==> src/rtl/mc_ctrl_pkg.sv <==
`default_nettype none
// ============================================================================
//  Module      : mc_ctrl_pkg
//  Description : Opcodes, state encodings and datapath select encodings
//                shared by the multicycle controller.
//  Revision    : 1.0 - initial release
// ============================================================================
package mc_ctrl_pkg;

    localparam logic [5:0] c_OP_RTYPE = 6'b000000;
    localparam logic [5:0] c_OP_J     = 6'b000010;
    localparam logic [5:0] c_OP_JAL   = 6'b000011;
    localparam logic [5:0] c_OP_BEQ   = 6'b000100;
    localparam logic [5:0] c_OP_BNE   = 6'b000101;
    localparam logic [5:0] c_OP_ADDI  = 6'b001000;
    localparam logic [5:0] c_OP_SLTI  = 6'b001010;
    localparam logic [5:0] c_OP_ANDI  = 6'b001100;
    localparam logic [5:0] c_OP_ORI   = 6'b001101;
    localparam logic [5:0] c_OP_LW    = 6'b100011;
    localparam logic [5:0] c_OP_SW    = 6'b101011;

    localparam logic [3:0] c_ST_FETCH  = 4'd0;
    localparam logic [3:0] c_ST_DECODE = 4'd1;
    localparam logic [3:0] c_ST_MEMADR = 4'd2;
    localparam logic [3:0] c_ST_MEMRD  = 4'd3;
    localparam logic [3:0] c_ST_MEMWB  = 4'd4;
    localparam logic [3:0] c_ST_MEMWR  = 4'd5;
    localparam logic [3:0] c_ST_EXEC   = 4'd6;
    localparam logic [3:0] c_ST_ALUWB  = 4'd7;
    localparam logic [3:0] c_ST_BRANCH = 4'd8;
    localparam logic [3:0] c_ST_IEXEC  = 4'd9;
    localparam logic [3:0] c_ST_IWB    = 4'd10;
    localparam logic [3:0] c_ST_JUMP   = 4'd11;
    localparam logic [3:0] c_ST_JAL    = 4'd12;
    localparam logic [3:0] c_ST_TRAP   = 4'd13;

    localparam logic [1:0] c_PCSRC_ALU    = 2'b00;
    localparam logic [1:0] c_PCSRC_ALUOUT = 2'b01;
    localparam logic [1:0] c_PCSRC_JUMP   = 2'b10;

    localparam logic [1:0] c_SRCB_RT      = 2'b00;
    localparam logic [1:0] c_SRCB_FOUR    = 2'b01;
    localparam logic [1:0] c_SRCB_IMM     = 2'b10;
    localparam logic [1:0] c_SRCB_IMM_SL2 = 2'b11;

    localparam logic [1:0] c_ALUOP_ADD   = 2'b00;
    localparam logic [1:0] c_ALUOP_SUB   = 2'b01;
    localparam logic [1:0] c_ALUOP_FUNCT = 2'b10;
    localparam logic [1:0] c_ALUOP_IMM   = 2'b11;

    localparam logic [1:0] c_REGDST_RT = 2'b00;
    localparam logic [1:0] c_REGDST_RD = 2'b01;
    localparam logic [1:0] c_REGDST_RA = 2'b10;

    localparam logic [1:0] c_MEMTOREG_ALU = 2'b00;
    localparam logic [1:0] c_MEMTOREG_MEM = 2'b01;
    localparam logic [1:0] c_MEMTOREG_PC  = 2'b10;

    // Logical immediates use a zero-extended immediate.
    function automatic logic is_zext_op(input logic [5:0] op);
        return (op == c_OP_ANDI) || (op == c_OP_ORI);
    endfunction

endpackage
`default_nettype wire

==> src/rtl/mem_wait_timer.sv <==
`default_nettype none
// ============================================================================
//  Module      : mem_wait_timer
//  Description : Counts non-ready memory cycles and flags a bus timeout.
//  Revision    : 1.0 - initial release
// ============================================================================
module mem_wait_timer #(
    parameter int WAIT_MAX = 15
) (
    input  logic CLK,
    input  logic rst,
    input  logic i_active,
    input  logic i_ready,
    output logic o_timeout
);

    localparam logic [7:0] c_WAIT_MAX = 8'(WAIT_MAX);

    logic [7:0] r_cnt;
    logic       w_stall;

    assign o_timeout = i_active & ~i_ready & (r_cnt == c_WAIT_MAX);
    assign w_stall   = i_active & ~i_ready & ~o_timeout;

    // Completion, timeout or leaving a wait state all land in a fresh state,
    // so clearing whenever not stalling gives a zero count on every entry.
    always_ff @(posedge CLK or negedge rst) begin
        if (!rst) begin
            r_cnt <= '0;
        end else if (w_stall) begin
            r_cnt <= r_cnt + 8'd1;
        end else begin
            r_cnt <= '0;
        end
    end

endmodule
`default_nettype wire

==> src/rtl/multicycle_ctrl_fsm.sv <==
`default_nettype none
// ============================================================================
//  Module      : multicycle_ctrl_fsm
//  Description : Multicycle MIPS-style control FSM with memory timeout,
//                illegal-opcode trap and retired-instruction counter.
//  Revision    : 1.0 - initial release
// ============================================================================
module multicycle_ctrl_fsm
    import mc_ctrl_pkg::*;
#(
    parameter int WAIT_MAX = 15,
    parameter int CNT_W    = 32,
    parameter int EN_EXT   = 1
) (
    input  logic             CLK,
    input  logic             rst,
    input  logic [5:0]       Op,
    input  logic             MemReady,
    output logic             MemReq,
    output logic             IorD,
    output logic             MemWrite,
    output logic             IRWrite,
    output logic             PCWrite,
    output logic             Branch,
    output logic             BranchNe,
    output logic [1:0]       PCSrc,
    output logic             ALUSrcA,
    output logic [1:0]       ALUSrcB,
    output logic [1:0]       ALUOp,
    output logic             ImmZero,
    output logic             RegWrite,
    output logic [1:0]       RegDst,
    output logic [1:0]       MemtoReg,
    output logic             Illegal,
    output logic             BusErr,
    output logic [CNT_W-1:0] Retired
);

    logic [3:0]       r_state;
    logic [3:0]       w_next;
    logic [5:0]       r_op;
    logic [CNT_W-1:0] r_retired;
    logic             w_wait_state;
    logic             w_timeout;
    logic             w_retire;

    assign w_wait_state = (r_state == c_ST_FETCH) || (r_state == c_ST_MEMRD) ||
                          (r_state == c_ST_MEMWR);

    mem_wait_timer #(
        .WAIT_MAX (WAIT_MAX)
    ) u_wait (
        .CLK       (CLK),
        .rst       (rst),
        .i_active  (w_wait_state),
        .i_ready   (MemReady),
        .o_timeout (w_timeout)
    );

    always_ff @(posedge CLK or negedge rst) begin
        if (!rst) begin
            r_state   <= c_ST_FETCH;
            r_op      <= '0;
            r_retired <= '0;
        end else begin
            r_state <= w_next;
            if (r_state == c_ST_DECODE) begin
                r_op <= Op;
            end
            if (w_retire) begin
                r_retired <= r_retired + CNT_W'(1);
            end
        end
    end

    assign Retired = r_retired;

    always_comb begin
        w_next   = r_state;
        w_retire = 1'b0;
        MemReq   = 1'b0;
        IorD     = 1'b0;
        MemWrite = 1'b0;
        IRWrite  = 1'b0;
        PCWrite  = 1'b0;
        Branch   = 1'b0;
        BranchNe = 1'b0;
        PCSrc    = c_PCSRC_ALU;
        ALUSrcA  = 1'b0;
        ALUSrcB  = c_SRCB_RT;
        ALUOp    = c_ALUOP_ADD;
        ImmZero  = 1'b0;
        RegWrite = 1'b0;
        RegDst   = c_REGDST_RT;
        MemtoReg = c_MEMTOREG_ALU;
        Illegal  = 1'b0;
        BusErr   = w_timeout;

        case (r_state)
            c_ST_FETCH: begin
                MemReq  = 1'b1;
                ALUSrcB = c_SRCB_FOUR;
                // Strobes are gated by rst so reset shows FETCH values without writes.
                IRWrite = MemReady & rst;
                PCWrite = MemReady & rst;
                if (MemReady) begin
                    w_next = c_ST_DECODE;
                end else if (w_timeout) begin
                    w_next = c_ST_FETCH;
                end
            end
            c_ST_DECODE: begin
                ALUSrcB = c_SRCB_IMM_SL2;
                case (Op)
                    c_OP_LW, c_OP_SW: w_next = c_ST_MEMADR;
                    c_OP_RTYPE:       w_next = c_ST_EXEC;
                    c_OP_BEQ:         w_next = c_ST_BRANCH;
                    c_OP_ADDI:        w_next = c_ST_IEXEC;
                    c_OP_J:           w_next = c_ST_JUMP;
                    c_OP_ANDI, c_OP_ORI, c_OP_SLTI:
                        w_next = (EN_EXT != 0) ? c_ST_IEXEC : c_ST_TRAP;
                    c_OP_BNE:         w_next = (EN_EXT != 0) ? c_ST_BRANCH : c_ST_TRAP;
                    c_OP_JAL:         w_next = (EN_EXT != 0) ? c_ST_JAL : c_ST_TRAP;
                    default:          w_next = c_ST_TRAP;
                endcase
            end
            c_ST_MEMADR: begin
                ALUSrcA = 1'b1;
                ALUSrcB = c_SRCB_IMM;
                w_next  = (r_op == c_OP_SW) ? c_ST_MEMWR : c_ST_MEMRD;
            end
            c_ST_MEMRD: begin
                MemReq = 1'b1;
                IorD   = 1'b1;
                if (MemReady) begin
                    w_next = c_ST_MEMWB;
                end else if (w_timeout) begin
                    w_next = c_ST_FETCH;
                end
            end
            c_ST_MEMWB: begin
                RegWrite = rst;
                MemtoReg = c_MEMTOREG_MEM;
                w_retire = 1'b1;
                w_next   = c_ST_FETCH;
            end
            c_ST_MEMWR: begin
                MemReq   = 1'b1;
                IorD     = 1'b1;
                MemWrite = MemReady & rst;
                if (MemReady) begin
                    w_retire = 1'b1;
                    w_next   = c_ST_FETCH;
                end else if (w_timeout) begin
                    w_next = c_ST_FETCH;
                end
            end
            c_ST_EXEC: begin
                ALUSrcA = 1'b1;
                ALUOp   = c_ALUOP_FUNCT;
                w_next  = c_ST_ALUWB;
            end
            c_ST_ALUWB: begin
                RegWrite = rst;
                RegDst   = c_REGDST_RD;
                w_retire = 1'b1;
                w_next   = c_ST_FETCH;
            end
            c_ST_BRANCH: begin
                ALUSrcA  = 1'b1;
                ALUOp    = c_ALUOP_SUB;
                PCSrc    = c_PCSRC_ALUOUT;
                Branch   = (r_op == c_OP_BEQ);
                BranchNe = (r_op == c_OP_BNE);
                w_retire = 1'b1;
                w_next   = c_ST_FETCH;
            end
            c_ST_IEXEC: begin
                ALUSrcA = 1'b1;
                ALUSrcB = c_SRCB_IMM;
                ALUOp   = (r_op == c_OP_ADDI) ? c_ALUOP_ADD : c_ALUOP_IMM;
                ImmZero = is_zext_op(r_op);
                w_next  = c_ST_IWB;
            end
            c_ST_IWB: begin
                ImmZero  = is_zext_op(r_op);
                RegWrite = rst;
                w_retire = 1'b1;
                w_next   = c_ST_FETCH;
            end
            c_ST_JUMP: begin
                PCSrc    = c_PCSRC_JUMP;
                PCWrite  = rst;
                w_retire = 1'b1;
                w_next   = c_ST_FETCH;
            end
            c_ST_JAL: begin
                PCSrc    = c_PCSRC_JUMP;
                PCWrite  = rst;
                RegWrite = rst;
                RegDst   = c_REGDST_RA;
                MemtoReg = c_MEMTOREG_PC;
                w_retire = 1'b1;
                w_next   = c_ST_FETCH;
            end
            c_ST_TRAP: begin
                Illegal = 1'b1;
                w_next  = c_ST_FETCH;
            end
            default: begin
                w_next = c_ST_FETCH;
            end
        endcase
    end

endmodule
`default_nettype wire

==> config.mk <==
export PLATFORM = sky130hd
export DESIGN_NAME = multicycle_ctrl_fsm
export DESIGN_NICKNAME = d
export VERILOG_FILES = /design/src/rtl/mc_ctrl_pkg.sv /design/src/rtl/mem_wait_timer.sv /design/src/rtl/multicycle_ctrl_fsm.sv
export SDC_FILE = /design/constraint.sdc
export NUM_CORES = 1
export LEC_CHECK = 0
export BUFFER_PORTS_ARGS = -buffer_cell sky130_fd_sc_hd__buf_2
export CORE_ASPECT_RATIO = 1.2
export CORE_MARGIN = 8
export CORE_UTILIZATION = 49
export DETAILED_ROUTE_END_ITERATION = 8
export PLACE_DENSITY = 0.82
export SLEW_MARGIN = 20
export SYNTH_ARGS = -nofsm -noshare
export SYNTH_HDL_FRONTEND = slang
export SYNTH_SLANG_ARGS = --single-unit
==> constraint.sdc <==
create_clock -name CLK -period 1.9 [get_ports CLK]
set_clock_uncertainty 0.05 [all_clocks]
set_input_delay 0.19 -clock CLK [delete_from_list [all_inputs] [get_ports CLK]]
set_output_delay 0.19 -clock CLK [all_outputs]
set_load 0.01 [all_outputs]
Word level (Yosys, flattened, before mapping)

Cells that the tools add are included.

Add/subtract/negate cells: 2
Equal/unequal tests: 30
Muxes and demuxes: 27
Bitwise operators: 6
Reduce and logical (&&, ||, !) cells: 16

Operators by type and width:

| cell                                                             | number |
|---|---|
| 6-bit by 4-bit == test with 1-bit output (second input constant) | 7 |
| 32-bit by 1-bit adder with 32-bit output (second input constant) | 1 |
| 4-bit one-hot mux with 7 select lines                            | 1 |
| 4-bit == test (second input constant)                            | 6 |
| 6-bit by 3-bit == test with 1-bit output (second input constant) | 4 |
| 4-bit one-hot mux with 6 select lines                            | 1 |
| 6-bit == test (second input constant)                            | 3 |
| 4-bit by 3-bit == test with 1-bit output (second input constant) | 4 |
| 4-bit 2-to-1 mux                                                 | 4 |
| 6-bit by 2-bit == test with 1-bit output (second input constant) | 2 |
| 2-bit one-hot mux with 2 select lines                            | 3 |
| 2-bit one-hot mux with 3 select lines                            | 2 |
| 2-bit OR reduction                                               | 6 |
| 4-bit OR reduction                                               | 3 |
| 1-bit 2-to-1 mux                                                 | 11 |
| 8-bit by 1-bit adder with 8-bit output (second input constant)   | 1 |
| 4-bit by 2-bit == test with 1-bit output (second input constant) | 2 |
| 8-bit by 4-bit == test with 1-bit output (second input constant) | 1 |
| 8-bit 2-to-1 mux                                                 | 1 |
| 6-bit logical NOT                                                | 1 |
| 6-bit OR reduction                                               | 1 |
| 1-bit bitwise AND                                                | 4 |
| 4-bit by 1-bit == test with 1-bit output (second input constant) | 1 |
| 4-bit logical NOT                                                | 1 |
| other kinds (6)                                                  | 10 |

Bits in registers: 50
Output and inout port bits: 54

Logic depth before layout (Yosys ltp)

Gate-level depths: netlist (run 1).

Depth in word-level cells: 8
Mapped depth: 6

Modules after synthesis

From an unflattened synthesis (run 1), not the netlist that was laid out.

Cells, all modules: 293
Area total of the unflattened synthesis: 2,831.5 um^2

Modules (own cells, without submodules):

| module              | times used | cells each | area an instance (um^2) | seq. area each (um^2) |
|---|---|---|---|---|
| multicycle_ctrl_fsm | 1          | 255        | 2,452.4                 | 1,051.0 |
| mem_wait_timer      | 1          | 38         | 379.1                   | 200.2 |

Worst setup path before layout (run 1)

OpenSTA, ideal clock, no wires.

Path type: register to output
Start: register r_state[1]
End: output port PCWrite
Data arrival time: 1.594 ns
Data required time: 1.660 ns
Slack: 0.066 ns
Cell stages (with the launch flop): 6
Path buffers: 2
Cells stage by stage: dfrtp_1 buf_4 or2_2 clkbuf_1 nor4_1 a21o_1

Word-level cells in the longest chain between the ends: 3
Elaborated cells between the ends (all ways): 5
Classes of those cells: eq/ne (2); mux (1); reduce/logical (2)

Ends and longest elaborated chain:

| element                                 | RTL line                  | text |
|---|---|---|
| start: declaration                      | multicycle_ctrl_fsm.sv:39 | `logic [3:0] r_state;` |
| start signal: assignment                | multicycle_ctrl_fsm.sv:62 | `r_state <= c_ST_FETCH;` |
| start signal: assignment                | multicycle_ctrl_fsm.sv:66 | `r_state <= w_next;` |
| 4-bit == test                           | multicycle_ctrl_fsm.sv:99 | `case (r_state)` |
| 2-bit OR reduction (no line)            | -                         |  |
| 1-bit one-hot mux with 2 select lines * | multicycle_ctrl_fsm.sv:99 |  |
| end: declaration                        | multicycle_ctrl_fsm.sv:23 | `output logic PCWrite,` |

Mark *: on every way between the ends. The rest lies on a longest branch, timed or not.

Worst setup path in the final report (run 1)

Start: register r_op[1]
End: output port BranchNe

Word-level cells in the longest chain between the ends: 2

Ends and longest elaborated chain:

| element                                  | RTL line                   | text |
|---|---|---|
| start: declaration                       | multicycle_ctrl_fsm.sv:41  | `logic [5:0] r_op;` |
| start signal: assignment                 | multicycle_ctrl_fsm.sv:68  | `r_op <= Op;` |
| 6-bit by 3-bit == test with 1-bit output | multicycle_ctrl_fsm.sv:174 | `BranchNe = (r_op == c_OP_BNE);` |
| 1-bit 2-to-1 mux                         | multicycle_ctrl_fsm.sv:99  |  |
| end: declaration                         | multicycle_ctrl_fsm.sv:25  | `output logic BranchNe,` |

Every way passes these cells.

==> results of run 1 <==
per-stage QoR:
stage | setup TNS [ns] | hold slack, ns | worst slack, ns | instances | instance area [um^2]
after global routing | -1.08 | 0.0588 | -0.249 | 441 | 3630
after detailed placement | 0 | 0.354 | 0.0319 | 424 | 3260
after global placement | 0 | 0.347 | 0.0925 | 424 | 3260
final | -0.649 | -0.00766 | -0.199 | 441 | 3630
after CTS | -0.488 | 0.0312 | -0.174 | 437 | 3490
after floorplan | 0 | -0.156 | 0.0663 | 287 | 2770
cell usage after synthesis (2+ instances only):
library cell,n,area (um^2)
nand3b_1,2,15.0
nand2b_1,8,50.1
or2_2,2,12.5
inv_1,7,26.3
nand4_1,6,37.5
xnor2_1,20,175
mux2_2,6,67.6
o21ai_0,8,40.0
o31ai_1,3,22.5
xor2_1,19,166
nand4b_1,2,17.5
and4_1,2,17.5
o21a_1,2,15.0
and2_1,2,12.5
nor3_1,10,50.1
a21oi_1,5,25.0
nand2_1,26,97.6
a31oi_1,2,12.5
dfrtp_1,50,1250
o21ai_2,2,17.5
and3_1,6,37.5
nor2b_1,4,25.0
clkbuf_1,4,15.0
buf_4,2,15.0
nand3_1,15,75.1
nor2_1,36,135
or3_1,4,25.0
ha_1,2,25.0
a21o_1,2,15.0
nor4_1,3,18.8
a211oi_1,2,15.0
timing repair:
item	CTS	global route
setup endpoints to repair	10	28
buffers inserted	5	4
resized for setup	20	21
hold buffers	0	0
pin swaps	0	5
per-layer routing:
layer	vias to the layer above	track usage (%)
met5	-	0
met4	0	4.95
met3	11	3.11
met2	43	31.8
met1	1215	18.1
li1	1172	-
cell type report:
| type | count | share of cell area (%) |
|---|---|---|
| multi-input cells | 222 | 44.3 |
| clock buffers | 6 | 2.00 |
| clock inverters | 2 | 1.04 |
| repair buffers | 90 | 15.0 |
| inverters | 7 | 0.828 |
| well taps | 64 | 2.21 |
| flip-flops and latches | 50 | 34.6 |
how the worst max path moves through the flow:
stage / to / slack, ns
3_3_place_gp: r_state[2] / 0.09
5_1_grt: BranchNe / -0.25
4_1_cts: BranchNe / -0.17
6_report: BranchNe / -0.20
3_5_place_dp: r_state[2] / 0.03
2_1_floorplan: PCWrite / 0.07
power by group through the flow:
stage | registers, uW | logic [uW] | clock network (uW)
floorplan | 1440 | 953 | 0
global placement | 1450 | 1480 | 0
finish | 1490 | 1820 | 737
detailed placement | 1480 | 1500 | 0
global route | 1530 | 1990 | 798
CTS | 1470 | 1610 | 745
sequential cells by signal, indices dropped and copies added (netlist names):
signal	flops
Retired	32
r_op	6
u_wait.r_cnt	8
r_state	4
critical path, cell delays in order, from the launching register on:
cell and delay [ns]:
dfrtp_1 0.39, or3_4 0.39, or3_4 0.37, nor4b_4 0.24, buf_2 0.17
cell families after synthesis:
group / count (synthesis) / share of synthesized area, %
flip-flops: 50 / 45.2
AND/OR/NAND/NOR: 141 / 28.5
XOR/XNOR: 39 / 12.4
buffers and inverters: 15 / 2.35
AO/OA/AOI/OAI: 33 / 7.87
adder cells (fa/ha/maj): 2 / 0.905
multiplexers: 7 / 2.81
==> impl_metrics.py, run 1 <==
metrics = {
    "run_status": {
        "status": "finished with violations",
        "violations": "hold timing, setup timing",
    },
    "sta": {
        "timing.final.crit_share_pct": 110,
        "min_period_ns": 2.10,
        "rsz0062_at_grt": "yes",
        "max_clock_freq_ghz": 0.476,
        "hold_slack_ns": -0.00766,
        "relSlewSlack_pct": 58.5,
        "worst_pin_slew_ns": 0.622,
        "report.final.hold_viol_count": 4,
        "worst_slack_ns": -0.199,
        "finalMaxSlewViolations": 0,
        "setup-violations-final": 5,
    },
    "setup_path": {
        "worstPathMaxFanout": 3,
        "critPathLaunch": "r_op[1]",
        "worstPathRequired_ns": 1.66,
        "reg2regPathDepth": 6,
        "crit_path_end_kind": "output port",
        "reg2reg_from": "u_wait.r_cnt[4]",
        "arrival_ns": 1.86,
        "rr_endpoint": "r_state[2]",
        "rrSetupSlack_ns": -0.06,
        "crit_type": "reg -> out",
        "cp-start-kind": "flop",
    },
    "power_and_ir_drop": {
        "clkPwrFrac_pct": 18.2,
        "p_seq_share_pct": 36.9,
        "switchingPower_uw": 1570,
        "p_leak_uw": 0.00175,
        "vdd_drop_max_uv": 779,
        "swShare_pct": 38.8,
        "intPower_uw": 2480,
        "pwr-share-comb_pct": 44.9,
        "p_total_uw": 4050,
        "cellPowerDensity_nw_per_um2": 1120,
    },
    "drt": {
        "wl_per_cell_um": 15.9,
        "wl_um": 7020,
        "drc": 0,
        "top_layer": "met4",
        "wl_met1_um": 2820,
        "routed_via_density": 5.54,
        "met3_length_um": 211,
        "vias": 2441,
        "wl_met2_um": 3890,
        "drtIter0Drc": 92,
        "first_pass_iters": 4,
        "antenna_left": 0,
    },
    "cells_and_area": {
        "nNetsFinal": 387,
        "fill_cells": 438,
        "utilization_pct": 65.3,
        "area_growth_syn_to_layout_pct": 31.1,
        "layout_common_cells": "buf_2 (60), dfrtp_1 (46), nor2_1 (35)",
        "final_common_cell": "buf_2",
        "seqCellArea_um2": 1260,
        "final_layout_size_suffix_gt1_share_pct": 37.1,
        "diodes": 0,
        "multiInputGateArea_um2": 1610,
    },
    "floorplan": {
        "die_w_um": 84.6,
        "num_io_pins": 63,
        "die_area_um2": 8310,
        "die_h_um": 98.3,
        "core_area_um2": 5560,
        "start_util_pct": 49.8,
        "row_count": 30,
    },
    "clocking": {
        "cts-root-buf": "clkbuf_8",
        "htreeDepth": 2,
        "cts_tree": "built",
        "numCtsBuffers": 5,
        "cts_buffer_depth": 2,
        "clkSlewWorstSetupHoldPaths_ns": 0.09,
        "clkLatencyLatePin_ns": 0.30,
        "cts.sinks": 50,
    },
    "synthesis": {
        "synth_edf_count": 0,
        "synthCells": 287,
        "async_reset_ff_share_pct": 100,
        "synth_fp_nets": 298,
        "synth_cell_types": 54,
        "yosys_warnings": 0,
        "synth.avg_cell_area_um2": 9.63,
        "synth-seq-cells": 50,
        "synth_ff_type": "dfrtp_1",
        "synth-seq-area-share_pct": 45.2,
        "synth_area_um2": 2770,
    },
    "grt": {
        "antenna_found_initial": 0,
        "grt_overflow": 0,
        "grt_max_degree": 51,
        "grt_pass1_wl_um": 11600,
        "track_usage_pct": 16.8,
        "grt_pass1_vias": 2474,
    },
    "job": {
        "cap_violations": 0,
    },
    "hold_path": {
        "hold_path_class": "in -> async",
    },
    "placement": {
        "io_buffers": 62,
        "globalplace.congestion": 0.879,
        "hpwl_um": 5000,
    },
}
Note: power is estimated with default switching activity, not from simulation.
==> run 2: changes to the inputs <==
--- a/config.mk
+++ b/config.mk
@@ -6,9 +6,11 @@
 export NUM_CORES = 1
 export LEC_CHECK = 0
 export BUFFER_PORTS_ARGS = -buffer_cell sky130_fd_sc_hd__buf_2
+export CELL_PAD_IN_SITES_DETAIL_PLACEMENT = 1
+export CELL_PAD_IN_SITES_GLOBAL_PLACEMENT = 1
 export CORE_ASPECT_RATIO = 1.2
 export CORE_MARGIN = 8
-export CORE_UTILIZATION = 49
+export CORE_UTILIZATION = 37
 export DETAILED_ROUTE_END_ITERATION = 8
 export PLACE_DENSITY = 0.82
 export SLEW_MARGIN = 20
==> run 2 against run 1 <==
  * Register-to-register slack improved by 0.06 ns
  * Via count is 6.2% higher
  * Setup slack worse by 0.0091 ns
  * Power up 7.0%
  * The run ends with setup timing left
  * Maximum frequency fell by 0.43%
  * Design area grew 4.3%
  * Combinational power up 20%
  * Largest cell class unchanged
  * Routed wire length rose by 32%
==> impl_metrics.py, run 2 (synthesis gave the netlist of run 1 again) <==
metrics = {
    "run_status": {
        "status": "finished with violations",
        "violations": "setup timing",
    },
    "sta": {
        "worst_pin_slew_ns": 0.627,
        "setup-violations-final": 7,
        "finalMaxSlewViolations": 0,
        "relSlewSlack_pct": 58.2,
        "worst_slack_ns": -0.208,
        "timing.final.crit_share_pct": 111,
        "min_period_ns": 2.11,
        "rsz0062_at_grt": "yes",
        "max_clock_freq_ghz": 0.474,
        "report.final.hold_viol_count": 0,
    },
    "drt": {
        "drc": 0,
        "wl_per_cell_um": 19.2,
        "drtIter0Drc": 75,
        "antenna_left": 0,
        "routed_via_density": 5.39,
        "vias": 2593,
        "first_pass_iters": 4,
        "wl_um": 9240,
    },
    "floorplan": {
        "core_area_um2": 7230,
        "num_io_pins": 63,
        "start_util_pct": 38.2,
        "die_h_um": 111,
        "die_w_um": 94.9,
        "row_count": 34,
        "die_area_um2": 10500,
    },
    "clocking": {
        "clkLatencyLatePin_ns": 0.31,
        "numCtsBuffers": 5,
        "cts_buffer_depth": 2,
        "htreeDepth": 2,
        "cts.sinks": 50,
        "cts_tree": "built",
        "cts-root-buf": "clkbuf_8",
        "clkSlewWorstSetupHoldPaths_ns": 0.09,
    },
    "cells_and_area": {
        "seqCellArea_um2": 1260,
        "multiInputGateArea_um2": 1630,
        "final_layout_size_suffix_gt1_share_pct": 41.7,
        "layout_common_cells": "buf_2 (60), dfrtp_1 (46), buf_4 (36)",
        "nNetsFinal": 401,
        "fill_cells": 861,
        "final_common_cell": "buf_2",
        "finalNonFillerCells": 481,
        "largest_reg_flops": 32,
        "fin_area_um2": 3780,
        "area_growth_syn_to_layout_pct": 36.8,
        "diodes": 0,
    },
    "grt": {
        "grt_pass1_wl_um": 13400,
        "grt_overflow": 0,
        "track_usage_pct": 15.6,
        "antenna_found_initial": 0,
        "grt_max_degree": 49,
        "grt_pass1_vias": 2742,
    },
    "setup_path": {
        "crit_path_end_kind": "output port",
        "crit_type": "reg -> out",
        "reg2regPathDepth": 7,
        "worstPathMaxFanout": 3,
        "worstPathRequired_ns": 1.66,
        "arrival_ns": 1.87,
        "cp-start-kind": "flop",
    },
    "power_and_ir_drop": {
        "switchingPower_uw": 1780,
        "intPower_uw": 2550,
        "p_leak_uw": 0.00181,
        "vdd_drop_max_uv": 753,
        "cellPowerDensity_nw_per_um2": 1140,
        "p_seq_share_pct": 34.6,
        "swShare_pct": 41.2,
        "clkPwrFrac_pct": 15.0,
        "pwr-share-comb_pct": 50.3,
    },
    "placement": {
        "placed_cells": 452,
        "io_buffers": 62,
        "place_area_um2": 3310,
        "globalplace.congestion": 0.800,
        "hpwl_um": 5820,
    },
    "job": {
        "cap_violations": 0,
    },
    "hold_path": {
        "hold_depth": 2,
        "hold_path_class": "in -> reg",
    },
}
## run 2: critical path, stage by stage (launching register included)
cell     delay (ns)
dfrtp_1        0.41
or3_4          0.39
or3_4          0.38
nor4b_4        0.21
buf_2          0.17
## run 2: final timing paths
kind / from / to / slack (ns)
setup / recovery: r_op[1] / BranchNe / -0.21
hold / removal: Op[3] / r_op[3] / 0.14
setup reg to reg: r_state[2] / Retired[31] / 0
hold reg to reg: Retired[15] / Retired[15] / 0.43
max in group asynchronous: rst / r_state[1] / 0.72
min in group asynchronous: rst / r_state[0] / 0.20
## run 2: cell type report
| cell class | count | area share, % |
|---|---|---|
| tap | 90 | 2.98 |
| inverter | 7 | 0.794 |
| timing repair buffer | 104 | 17.5 |
| multi-input combinational | 222 | 43.1 |
| clock inverter | 1 | 0.132 |
| sequential | 50 | 33.2 |
| clock buffer | 7 | 2.28 |
## run 2: metal layers
layer | vias to the layer above | track usage [%] | wire length (um)
met4 | 0 | 5.01 | 287
met3 | 20 | 2.24 | 204
met1 | 1319 | 17.1 | 3480
li1 | 1205 | - | -
met2 | 49 | 29.1 | 5260
met5 | - | 0 | 0
## run 2: timing repair
item,CTS,global route
hold buffers,1,0
setup endpoints to repair,12,25
pin swaps,3,15
buffers inserted,6,15
resized for setup,24,30
endpoints found under the hold margin,2,0
## run 2: power groups by stage
stage	clock network, uW	logic (uW)	registers, uW
final	651	2180	1500
after global routing	709	2340	1530
after CTS	658	1730	1480
after detailed placement	0	1580	1480
after global placement	0	1540	1460
after floorplan	0	953	1440
## run 2: stage by stage
step / worst slack (ns) / util (%) / hold slack (ns) / total power (uW) / TNS (ns)
after global placement: 0.0994 / 45.7 / -0.0119 / 3000 / 0
final: -0.208 / 52.3 / 0.140 / 4330 / -0.907
after detailed placement: 0.00433 / 45.7 / -0.0126 / 3060 / 0
after floorplan: 0.0663 / - / -0.156 / 2390 / 0
after CTS: -0.182 / 49.0 / 0.140 / 3860 / -0.656
after global routing: -0.280 / 52.3 / 0.140 / 4580 / -1.69
